<file path="config.mk">
export PLATFORM = sky130hd
export DESIGN_NAME = fifo_to_mem_mq
export DESIGN_NICKNAME = d
export VERILOG_FILES = /design/src/rtl/fifo_to_mem_mq.sv
export SDC_FILE = /design/constraint.sdc
export NUM_CORES = 1
export LEC_CHECK = 0
export ABC_CLOCK_PERIOD_IN_PS = 5850
export BUFFER_PORTS_ARGS = -buffer_cell sky130_fd_sc_hd__buf_2
export CORE_AREA = 2 2 294 296
export CTS_CLUSTER_SIZE = 20
export DETAILED_ROUTE_END_ITERATION = 16
export DIE_AREA = 0 0 296 298
export PLACE_DENSITY = 0.44
export SLEW_MARGIN = 30
export SYNTH_ARGS = -nofsm -noshare
export SYNTH_HDL_FRONTEND = slang
export SYNTH_SLANG_ARGS = --single-unit
</file>
<file path="constraint.sdc">
create_clock -name clk -period 5.85 [get_ports clk]
set_input_delay 0.2925 -clock clk [delete_from_list [all_inputs] [get_ports clk]]
set_output_delay 0.2925 -clock clk [all_outputs]
set_load 0.02 [all_outputs]
</file>
<file path="src/rtl/fifo_to_mem_mq.sv">
// rtl/fifo_to_mem_mq.sv - multi-queue FIFO drain into per-queue memory regions (stats: FIFO_TO_MEM_MQ_STATS_EN)
module fifo_to_mem_mq #(
  parameter int NUM_QUEUES      = 4,
  parameter int NUM_QUEUES_BITS = (NUM_QUEUES > 1) ? $clog2(NUM_QUEUES) : 1,
  parameter int FIFO_DATA_WIDTH = 144,
  parameter int MEM_ADDR_WIDTH  = 19,
  parameter int MEM_DATA_WIDTH  = 72,
  parameter int MEM_BW_WIDTH    = 8,
  parameter int CNT_WIDTH       = 32
) (
  input  logic                               clk,
  input  logic                               rst_n,
  output logic                               fifo_rd_en,
  input  logic [FIFO_DATA_WIDTH-1:0]         fifo_data,
  input  logic [NUM_QUEUES_BITS-1:0]         fifo_qid,
  input  logic                               fifo_empty,
  input  logic                               mem_wr_full,
  output logic                               mem_ad_w_n,
  output logic                               mem_d_w_n,
  output logic [MEM_ADDR_WIDTH-1:0]          mem_ad_wr,
  output logic [MEM_DATA_WIDTH-1:0]          mem_dwl,
  output logic [MEM_DATA_WIDTH-1:0]          mem_dwh,
  output logic [MEM_BW_WIDTH-1:0]            mem_bwl_n,
  output logic [MEM_BW_WIDTH-1:0]            mem_bwh_n,
  input  logic [NUM_QUEUES*MEM_ADDR_WIDTH-1:0] q_addr_low,
  input  logic [NUM_QUEUES*MEM_ADDR_WIDTH-1:0] q_addr_high,
  input  logic [NUM_QUEUES-1:0]              q_enable,
  input  logic [NUM_QUEUES-1:0]              q_wrap,
  input  logic                               sw_rst,
  input  logic                               cal_done,
  output logic [NUM_QUEUES-1:0]              q_full,
  output logic [NUM_QUEUES-1:0]              q_wrapped,
  output logic [NUM_QUEUES*CNT_WIDTH-1:0]    q_wr_cnt,
  output logic [NUM_QUEUES*CNT_WIDTH-1:0]    q_drop_cnt
);

  typedef enum logic [1:0] {INIT, IDLE, RUN} state_t;

  state_t                  state, state_next;
  logic                    sw_rst_q;
  logic                    rst;
  logic                    qid_ok;
  logic                    wr_beat;
  logic [NUM_QUEUES-1:0]   q_enable_q;
  logic [MEM_ADDR_WIDTH:0] ptr      [NUM_QUEUES];
  logic [MEM_ADDR_WIDTH:0] low_beat [NUM_QUEUES];
  logic [MEM_ADDR_WIDTH:0] ptr_last [NUM_QUEUES];

  assign rst = !rst_n || sw_rst_q;

  // cal_done gates the read directly so a calibration loss stops reads in the same cycle
  assign fifo_rd_en = !fifo_empty && !mem_wr_full && cal_done && (state == IDLE || state == RUN);
  assign qid_ok     = int'(fifo_qid) < NUM_QUEUES;
  assign wr_beat    = fifo_rd_en && (state == RUN) && qid_ok && q_enable[fifo_qid] && !q_full[fifo_qid];

  assign mem_bwl_n = '0;
  assign mem_bwh_n = '0;

  for (genvar g = 0; g < NUM_QUEUES; g++) begin : g_bounds
    assign low_beat[g] = {q_addr_low[g*MEM_ADDR_WIDTH +: MEM_ADDR_WIDTH], 1'b0};
    assign ptr_last[g] = {q_addr_high[g*MEM_ADDR_WIDTH +: MEM_ADDR_WIDTH], 1'b0} - (MEM_ADDR_WIDTH+1)'(1);
  end

  always_ff @(posedge clk) begin
    if (!rst_n) sw_rst_q <= 1'b0;
    else        sw_rst_q <= sw_rst;
  end

  always_ff @(posedge clk) begin
    if (rst) state <= INIT;
    else     state <= state_next;
  end

  always_comb begin
    state_next = state;
    if (!cal_done) begin
      state_next = INIT;
    end else begin
      case (state)
        INIT:    state_next = IDLE;
        IDLE:    if (|q_enable) state_next = RUN;
        RUN:     if (q_enable == '0 && mem_d_w_n) state_next = IDLE;
        default: state_next = INIT;
      endcase
    end
  end

  always_ff @(posedge clk) begin
    if (rst) begin
      mem_ad_w_n <= 1'b1;
      mem_d_w_n  <= 1'b1;
      mem_ad_wr  <= '0;
      mem_dwl    <= '0;
      mem_dwh    <= '0;
      q_full     <= '0;
      q_wrapped  <= '0;
      q_enable_q <= '0;
      for (int i = 0; i < NUM_QUEUES; i++) ptr[i] <= low_beat[i];
    end else begin
      mem_ad_w_n <= !wr_beat;
      mem_d_w_n  <= !wr_beat;
      q_enable_q <= q_enable;
      if (wr_beat) begin
        mem_ad_wr <= ptr[fifo_qid][MEM_ADDR_WIDTH:1];
        mem_dwl   <= fifo_data[MEM_DATA_WIDTH-1:0];
        mem_dwh   <= fifo_data[FIFO_DATA_WIDTH-1:MEM_DATA_WIDTH];
      end
      for (int i = 0; i < NUM_QUEUES; i++) begin
        if (q_enable_q[i] && !q_enable[i]) begin
          ptr[i]       <= low_beat[i];
          q_full[i]    <= 1'b0;
          q_wrapped[i] <= 1'b0;
        end else if (wr_beat && int'(fifo_qid) == i) begin
          // A full queue keeps its pointer parked on the last beat
          if (ptr[i] == ptr_last[i]) begin
            if (q_wrap[i]) begin
              ptr[i]       <= low_beat[i];
              q_wrapped[i] <= 1'b1;
            end else begin
              q_full[i] <= 1'b1;
            end
          end else begin
            ptr[i] <= ptr[i] + (MEM_ADDR_WIDTH+1)'(1);
          end
        end
      end
    end
  end

`ifdef FIFO_TO_MEM_MQ_STATS_EN
  logic                 drop_beat;
  logic [CNT_WIDTH-1:0] wr_cnt   [NUM_QUEUES];
  logic [CNT_WIDTH-1:0] drop_cnt [NUM_QUEUES];

  assign drop_beat = fifo_rd_en && qid_ok && !wr_beat;

  always_ff @(posedge clk) begin
    for (int i = 0; i < NUM_QUEUES; i++) begin
      if (rst) begin
        wr_cnt[i]   <= '0;
        drop_cnt[i] <= '0;
      end else if (int'(fifo_qid) == i) begin
        if (wr_beat && wr_cnt[i] != '1)     wr_cnt[i]   <= wr_cnt[i] + CNT_WIDTH'(1);
        if (drop_beat && drop_cnt[i] != '1) drop_cnt[i] <= drop_cnt[i] + CNT_WIDTH'(1);
      end
    end
  end

  for (genvar g = 0; g < NUM_QUEUES; g++) begin : g_cnt
    assign q_wr_cnt[g*CNT_WIDTH +: CNT_WIDTH]   = wr_cnt[g];
    assign q_drop_cnt[g*CNT_WIDTH +: CNT_WIDTH] = drop_cnt[g];
  end
`else
  assign q_wr_cnt   = '0;
  assign q_drop_cnt = '0;
`endif

endmodule

</file>
* Word-level counts from Yosys, hierarchy flattened *
Memory sizes are Yosys's and may differ from the RTL's. A register that Yosys moved wholly into a read port is not among the register bits.
Index checks and enable logic that the tools add are counted.

word-level totals
  register bits after elaboration = 160
  RAM bits = 80
  bits of input ports = 312
  output and inout port bits = 446
  word-level logic and storage cells = 173
  memories = 1

operators by class
  $add $sub $neg = 8
  order comparisons = 1
  eq/ne operators = 11
  mux-type cells = 77
  bitwise logic cells = 17
  reductions and logical operators = 44

memories
  memory  depth  bits a word  rd ports  clocked after memory_dff  wr ports  line  source
  ptr     4      20           5         1                         4         45    logic [MEM_ADDR_WIDTH:0] ptr [NUM_QUEUES];

operators with widths
  operator                 count
  $mux W20                 12
  $add A20 B1 Y20 const B  4
  $eq A20 B20 Y1           4
  $sub A20 B1 Y20 const B  4
  $mux W1                  60
  $reduce_and A3 Y1        8
  $logic_and A1 B1 Y1      15
  $or A1 B1 Y1             12
  $reduce_or A2 Y1         5
  $logic_not A1 Y1         9
  $eq A2 B2 Y1 const B     3
  $pmux W2 S3              1
  $not A1 Y1               5
  $bmux W1 S2              2
  $eq A2 B1 Y1 const B     2
  $logic_not A2 Y1         2
  $logic_not A4 Y1         1
  $mux W2                  2
  $ne A2 B1 Y1 const B     2
  $reduce_or A4 Y1         1
  $lt A2 B3 Y1 const B     1
  $logic_or A1 B1 Y1       2
  $reduce_and A2 Y1        1

* Longest topological paths before layout *
Gate-level depths: netlist of run 1.

  word-level depth = 14
  depth in mapped cells = 11
  gate-level depth less buffers = 9

* Least setup slack after synthesis of run 1 *
No wires, ideal clock.

  path kind = input port to flip-flop
  start point = input q_addr_high[2]
  end point = memory ptr[0][0] (netlist bit) (enable)
  setup time = 0.406 ns
  data arrival time = 2.990 ns
  data required time = 5.444 ns
  path slack = 2.453 ns
  stages = 8
  path buffers = 1
  cell sequence = buf_6 nor4_4 nand4_2 or2_2 mux2i_1 o311ai_0 nor4_1 a22oi_1

RTL lines
  what                line  source
  start: declaration  26    input logic [NUM_QUEUES*MEM_ADDR_WIDTH-1:0] q_addr_high,
  end: declaration    45

==> results of run 1 <==
[metal layers]
layer	share of wire, %	routed length [microns]
met2	47	30700
met5	0.076	49
met3	7.4	4800
met1	43	27600
met4	2.7	1750
[cell families after synthesis]
kind of cell,after synthesis
adders and majority gates,11
other,1
AOI/OAI and AO/OA,274
and+or+nand+nor,703
muxes,105
DFF,259
buffers and inverters,398
xor gates and xnor gates,158
[cell type report]
cell class / count / area share [%]
flip-flops and latches: 259 / 27.6
multi-input cells: 1523 / 41.9
well taps: 1144 / 6.60
repair buffers: 634 / 18.0
inverters: 29 / 0.502
diodes: 7 / 0.0808
clock buffers: 50 / 4.86
clock inverters: 11 / 0.525
[worst min-delay path by stage]
stage | startpoint | to | slack, ps
after CTS | cal_done | state[0]$_SDFFE_PP0P_ | 2
after global placement | mem_dwl[45]$_SDFFE_PN0P_ | mem_dwl[45]$_SDFFE_PN0P_ | 440
after detailed placement | mem_ad_wr[15]$_SDFFE_PN0P_ | mem_ad_wr[15]$_SDFFE_PN0P_ | 440
final | cal_done | state[0]$_SDFFE_PP0P_ | 40
after floorplan | q_wrap[1] | q_full[1]$_SDFFE_PP0P_ | 390
after global routing | q_addr_low[62] | ptr[3][6]$_DFFE_PP_ | 20
[critical path, cell delays in order, from the launching register on]
cell	delay, ps
dfxtp_1	360
inv_1	70
ha_1	260
and4bb_2	230
nand2_1	150
a211o_4	420
or3_1	430
or2_2	360
a41oi_4	760
mux2_2	410
[layout by cell type (no fill, tap or decap), types with 14 or more instances in the layout]
cell,Yosys,routed
a21oi_1,187,186
and3_1,27,27
buf_2,5,485
buf_4,275,16
clkbuf_16,0,37
conb_1,1,272
dfxtp_1,179,179
dlygate4sd3_1,0,130
edfxtp_1,80,80
inv_1,29,29
mux2_1,18,18
mux2_2,49,49
mux4_2,19,19
nand2_1,385,385
nand3_1,36,36
nand4_1,33,33
nor2_1,62,62
nor2b_1,16,16
nor3_1,24,24
nor4_1,22,22
o21ai_0,14,14
xnor2_1,95,95
xor2_1,61,61
[sequential cells by signal, summed over array words and instances, names as in the netlist]
| signal | flops |
|---|---|
| ptr | 80 |
| mem_dwh | 72 |
| mem_dwl | 72 |
| mem_ad_wr | 19 |
| q_enable_q | 4 |
| q_full | 4 |
| q_wrapped | 4 |
| state | 2 |
| mem_d_w_n | 1 |
| sw_rst_q | 1 |
[repair_timing]
action / CTS / global route
hold endpoints to repair: 129 / 0
hold buffers: 130 / 0
setup endpoints to repair: 0 / 0
[per-stage QoR]
stage                     setup WS (ps)  std cells  area [sq um]  util (%)  hold slack, ps
after floorplan                    2450       2180         17600         -             395
after global placement             1970       3458         19200      22.6             440
after detailed placement           1920       3458         19200      22.6             444
after CTS                          2120       3649         21700      25.5            1.78
after global routing               1950       3651         21700      25.5            17.5
final                              2130       3657         21700      25.6            39.9
[where the power goes]
group / internal (mW) / total, mW / switching (mW)
registers: 1.91 / 2.02 / 0.111
logic: 0.303 / 0.734 / 0.431
clock network: 1.34 / 2.22 / 0.881
total: 3.55 / 4.98 / 1.42
==> impl_metrics.py, run 1 <==
metrics = {
    "clocking": {
        "clkLatencyLatePin_ps": 540,
        "tritoncts": "done",
        "htree_levels": 2,
        "numClockSinks": 259,
        "clock_slew_at_reported_path_ffs_ps": 60,
        "clock_path_buffers": 3,
        "cts_inserted_buffers": 37,
        "cts.repair.resized": 0,
        "clock_tree_root_driver_cell": "clkbuf_16",
        "cts.repair_timing.setup_buffer_count": 0,
    },
    "worst_hold_path": {
        "worst_hold_path_type": "in2reg",
        "hold_depth": 3,
    },
    "yosys": {
        "netlist_area_pre_place_sq_um": 16500,
        "synth-compound-area-share_pct": 9.91,
        "dominant_combinational_cell_family_by_area_after_synthesis": "simple AND/OR/NAND/NOR gates",
        "synth_seq_area_share_pct": 36.2,
        "postSynthAreaPerCell_sq_um": 8.67,
        "primary_flip_flop_cell_chosen_by_synthesis_mapping": "dfxtp_1",
        "post_synth_fa_ha_maj_area_fraction_pct": 0.832,
        "most_common_cell_in_the_synthesized_netlist": "nand2_1",
        "post_synth_most_frequent_cells": "nand2_1, buf_4, a21oi_1, dfxtp_1, xnor2_1",
        "synth_top_cell_area_share_pct": 21.7,
        "synth-xor-area-share_pct": 8.53,
        "async_reset_ff_share_pct": 0,
        "ys.warnings.count": 0,
        "synth_cell_type_count": 90,
        "post_synth_mux_area_share_pct": 8.60,
        "synth_simple_gate_area_share_pct": 20.5,
        "synth_top_cell_by_area": "dfxtp_1",
        "yosys-top-cells-area": "dfxtp_1, edfxtp_1, buf_4",
        "syn-instance-count": 1909,
        "synth_enable_flop_cells": 80,
        "ys_seq_elements": 259,
    },
    "grt": {
        "grtUsageMet1_pct": 17.4,
        "total_global_routing_track_utilization_pct": 13.8,
        "grt-busiest-layer": "met2",
        "global_route_wire_length_before_repair_mm": 90.6,
        "grt_antenna_before_repair": 16,
        "use_met3_pct": 3.42,
        "pin_count_of_the_biggest_net_entering_global_routing": 85,
        "m2_gr_usage_pct": 22.9,
        "grt_overflow": 0,
        "vias_in_the_first_global_route": 13719,
    },
    "finish": {
        "register_area_sq_um": 5990,
        "synthToLayoutAreaGrowth_pct": 31.1,
        "layout.filler_cells": 9403,
        "multi_input_gate_area_sq_um": 9080,
        "final_layout_size_suffix_gt1_share_pct": 26.6,
        "layout.nets": 2807,
    },
    "setup_path": {
        "timing_worst_setup_path_type": "reg2reg",
        "startpoint": "state[1]$_SDFFE_PP0P_",
        "worst-r2r-cell-count": 9,
        "r2r_start": "state[1]$_SDFFE_PP0P_",
        "critPathMaxFanout": 22,
        "crit_path_end_kind": "register",
        "reg2reg_setup_slack_ps": 2130,
        "cp_data_required_time_ps": 6130,
        "critical_path.endpoint": "ptr[0][5]$_DFFE_PP_",
        "critical_path.startpoint_type": "register",
        "cp_data_arrival_time_ps": 4000,
        "reg2reg_to": "ptr[0][5]$_DFFE_PP_",
    },
    "timing": {
        "setup-tns-final_ps": 0,
        "drv_slew": 0,
        "timing_worst_slew_pin_value_ps": 932,
        "report.final.hold_viol_count": 0,
        "fin_skew_ps": 16.9,
        "rsz_0062_raised_after_global_routing": "no",
        "finalSetupViolations": 0,
        "maxClockFrequency_mhz": 269,
        "maxSlewHeadroom_pct": 37.6,
        "finalCritPeriodShare_pct": 63.5,
        "finalWorstPathRequiredPeriod_ps": 3720,
    },
    "job": {
        "cap_viol_max_count": 0,
    },
    "place": {
        "hpwl_mm": 51.4,
        "place_congestion": 0.821,
        "port-buffer-count": 485,
    },
    "routing": {
        "detailedRoute.firstIterationViolations": 887,
        "wl_mm": 64.9,
        "number_of_antenna_violating_nets_in_the_routed_design": 0,
        "route.detailed.wl_per_inst_microns": 17.7,
        "route.vias.total": 14733,
        "drt_drc_violations_left": 0,
        "first_pass_iteration_count_of_the_detailed_router": 5,
        "vias_per_cell": 4.03,
    },
    "die": {
        "dieWidth_microns": 296,
        "fp.coreArea_sq_um": 84900,
        "placementRows": 107,
        "design.die.area_sq_um": 88200,
        "ports": 758,
        "initial_cell_density_of_the_core_pct": 19.5,
        "die_h_microns": 298,
    },
    "power": {
        "power.density_nw_per_um2": 229,
        "worst_case_vdd_ir_drop_mv": 0.178,
        "overall_power_of_the_completed_layout_mw": 4.98,
        "static-leakage-power_nw": 8.90,
    },
    "outcome": {
        "outcome": "finished, final reports clean",
    },
}
Power figures use the tool's default switching activity.
==> inputs of run 2 (changes only) <==
ABC_CLOCK_PERIOD_IN_PS = 3600   (was 5850)
clock period = 3.6 ns   (was 5.85 ns; I/O delays follow)
==> impl_metrics.py, run 2 (synthesized netlist as in run 1, its figures left out) <==
metrics = {
    "timing": {
        "report.final.hold_viol_count": 0,
        "fin_skew_ps": 18.7,
        "maxClockFrequency_mhz": 312,
        "drv_slew": 0,
        "finalSetupViolations": 0,
        "finalWorstPathRequiredPeriod_ps": 3210,
        "rsz_0062_raised_after_global_routing": "no",
        "timing_worst_slew_pin_value_ps": 1050,
        "setup-tns-final_ps": 0,
        "finalCritPeriodShare_pct": 89.1,
        "maxSlewHeadroom_pct": 29.7,
    },
    "setup_path": {
        "cp_data_arrival_time_ps": 3500,
        "worst-r2r-cell-count": 10,
        "r2r_start": "state[0]$_SDFFE_PP0P_",
        "timing.critical_path.slowest_cell_delay_ps": 390,
        "crit_path_cell_trace": "inv_1 > ha_1 > and4bb_2 > nand2_1 > a211o_4 > or3_1 > or2_2 > a41oi_4 > buf_4 > mux2_2",
        "critical_path.startpoint_type": "register",
        "timing_worst_setup_path_type": "reg2reg",
        "crit_path_end_kind": "register",
        "reg2reg_setup_slack_ps": 390,
        "critPathMaxFanout": 10,
        "cp_data_required_time_ps": 3890,
        "slowest_stage": "or3_1",
        "reg2reg_to": "ptr[0][19]$_DFFE_PP_",
    },
    "power": {
        "net-switching-power_mw": 2.37,
        "combPwrFrac_pct": 16.1,
        "power.share.clock_pct": 43.5,
        "worst_case_vdd_ir_drop_mv": 0.243,
        "net_switching_fraction_of_the_power_pct": 29.2,
        "cell_internal_pwr_mw": 5.73,
        "power.density_nw_per_um2": 355,
        "static-leakage-power_nw": 9.41,
        "pwr-share-seq_pct": 40.4,
    },
    "grt": {
        "total_global_routing_track_utilization_pct": 14.1,
        "grt_overflow": 0,
        "global_route_wire_length_before_repair_mm": 92.8,
        "vias_in_the_first_global_route": 14385,
        "grt_antenna_before_repair": 10,
        "pin_count_of_the_biggest_net_entering_global_routing": 164,
    },
    "die": {
        "design.die.area_sq_um": 88200,
        "dieWidth_microns": 296,
        "initial_cell_density_of_the_core_pct": 19.5,
        "fp.coreArea_sq_um": 84900,
        "placementRows": 107,
        "ports": 758,
        "die_h_microns": 298,
    },
    "clocking": {
        "clock_slew_at_reported_path_ffs_ps": 60,
        "clkLatencyLatePin_ps": 550,
        "numClockSinks": 259,
        "htree_levels": 2,
        "cts_inserted_buffers": 37,
        "clock_tree_root_driver_cell": "clkbuf_16",
        "cts.repair.resized": 0,
        "tritoncts": "done",
        "clock_path_buffers": 3,
    },
    "job": {
        "cap_viol_max_count": 0,
    },
    "routing": {
        "first_pass_iteration_count_of_the_detailed_router": 5,
        "drt_drc_violations_left": 0,
        "detailedRoute.firstIterationViolations": 778,
        "number_of_antenna_violating_nets_in_the_routed_design": 0,
        "wl_mm": 66.0,
        "route.detailed.wl_per_inst_microns": 17.5,
        "vias_per_cell": 4.01,
        "route.vias.total": 15156,
    },
    "finish": {
        "final_common_cell": "buf_2",
        "synthToLayoutAreaGrowth_pct": 37.9,
        "layout.nets": 2925,
        "most-common-layout-cells": "buf_2, nand2_1, conb_1",
        "multi_input_gate_area_sq_um": 9080,
        "number_of_flip_flops_in_the_largest_register": 80,
        "finish.utilization_pct": 26.9,
        "reg.largest.list": "ptr (80), mem_dwh (72), mem_dwl (72)",
        "final_layout_size_suffix_gt1_share_pct": 26.2,
        "layout.filler_cells": 9279,
        "register_area_sq_um": 5990,
        "largest_register": "ptr",
    },
    "worst_hold_path": {
        "worst_hold_path.endpoint": "mem_dwl[69]$_SDFFE_PN0P_",
        "hp-start": "fifo_data[69]",
        "hold_depth": 3,
        "worst_hold_path_type": "in2reg",
    },
    "place": {
        "port-buffer-count": 485,
        "place_congestion": 0.821,
        "hpwl_mm": 51.6,
    },
    "outcome": {
        "outcome": "finished, final reports clean",
    },
}
-- run 2: cell types whose count changed in the layout (fill, tap and decap cells not counted), sizes merged --
cell	before	now
dlygate4sd3	130	227
buf	504	525
clkinv	5	10
diode	7	3
clkinvlp	0	2
bufinv	2	1
clkbuf	50	49
-- run 2: power groups by stage --
stage | logic (mW) | registers [mW] | clock network, mW
6_report | 1.31 | 3.27 | 3.52
5_1_grt | 1.42 | 3.28 | 3.78
4_1_cts | 1.31 | 3.27 | 3.66
3_5_place_dp | 1.10 | 3.34 | 0
3_3_place_gp | 1.10 | 3.34 | 0
2_1_floorplan | 0.986 | 3.22 | 0
-- run 2: how the worst max path moves through the flow --
| stage | from | slack (ps) | to |
|---|---|---|---|
| 2_1_floorplan | q_addr_high[2] | 320 | ptr[0][0]$_SDFFCE_PN0P_ |
| 3_3_place_gp | q_addr_high[11] | 350 | ptr[0][12]$_DFFE_PP_ |
| 3_5_place_dp | q_addr_high[11] | 310 | ptr[0][12]$_DFFE_PP_ |
| 4_1_cts | state[0]$_SDFFE_PP0P_ | 370 | ptr[0][19]$_DFFE_PP_ |
| 5_1_grt | state[0]$_SDFFE_PP0P_ | 270 | ptr[0][19]$_DFFE_PP_ |
| 6_report | state[0]$_SDFFE_PP0P_ | 390 | ptr[0][19]$_DFFE_PP_ |
-- run 2: layer usage --
| metal | part of all wire, % | GRT usage [%] |
|---|---|---|
| met2 | 48 | 24.1 |
| met4 | 2.2 | 3.64 |
| met1 | 43 | 17.5 |
| met3 | 7.2 | 3.39 |
| met5 | 0.058 | 0 |
-- run 2: cell type report --
cell class,instances,area share (%)
clock buffers,49,4.43
clock inverters,17,0.614
well taps,1144,6.27
multi-input cells,1523,39.8
inverters,29,0.477
flip-flops and latches,259,26.2
repair buffers,752,22.1
diodes,3,0.0329
-- run 2: repair_timing --
item / in CTS / in global routing
setup buffers: 0 / 0
hold buffers: 227 / 0
hold endpoints to repair: 230 / 0
-- run 2: per-stage QoR --
stage | power [mW] | cell area, sq um | cells | setup WS [ps] | hold WS [ps]
2_1_floorplan | 4.20 | 17600 | 2180 | 316 | 282
3_3_place_gp | 4.44 | 19400 | 3480 | 353 | 403
3_5_place_dp | 4.43 | 19400 | 3480 | 306 | 400
4_1_cts | 8.24 | 22800 | 3773 | 369 | 1.12
5_1_grt | 8.49 | 22800 | 3774 | 269 | 4.96
6_report | 8.10 | 22800 | 3776 | 393 | 3.08
-- run 2: critical path: cells and delay by family, from the launching register on --
| kind | cells | cell delay (ps) |
|---|---|---|
| AND/OR/NAND/NOR | 4 | 1130 |
| AO/OA/AOI/OAI | 2 | 530 |
| flip-flops | 1 | 350 |
| multiplexers | 1 | 350 |
| buffers and inverters | 2 | 330 |
| adder cells (fa/ha/maj) | 1 | 270 |
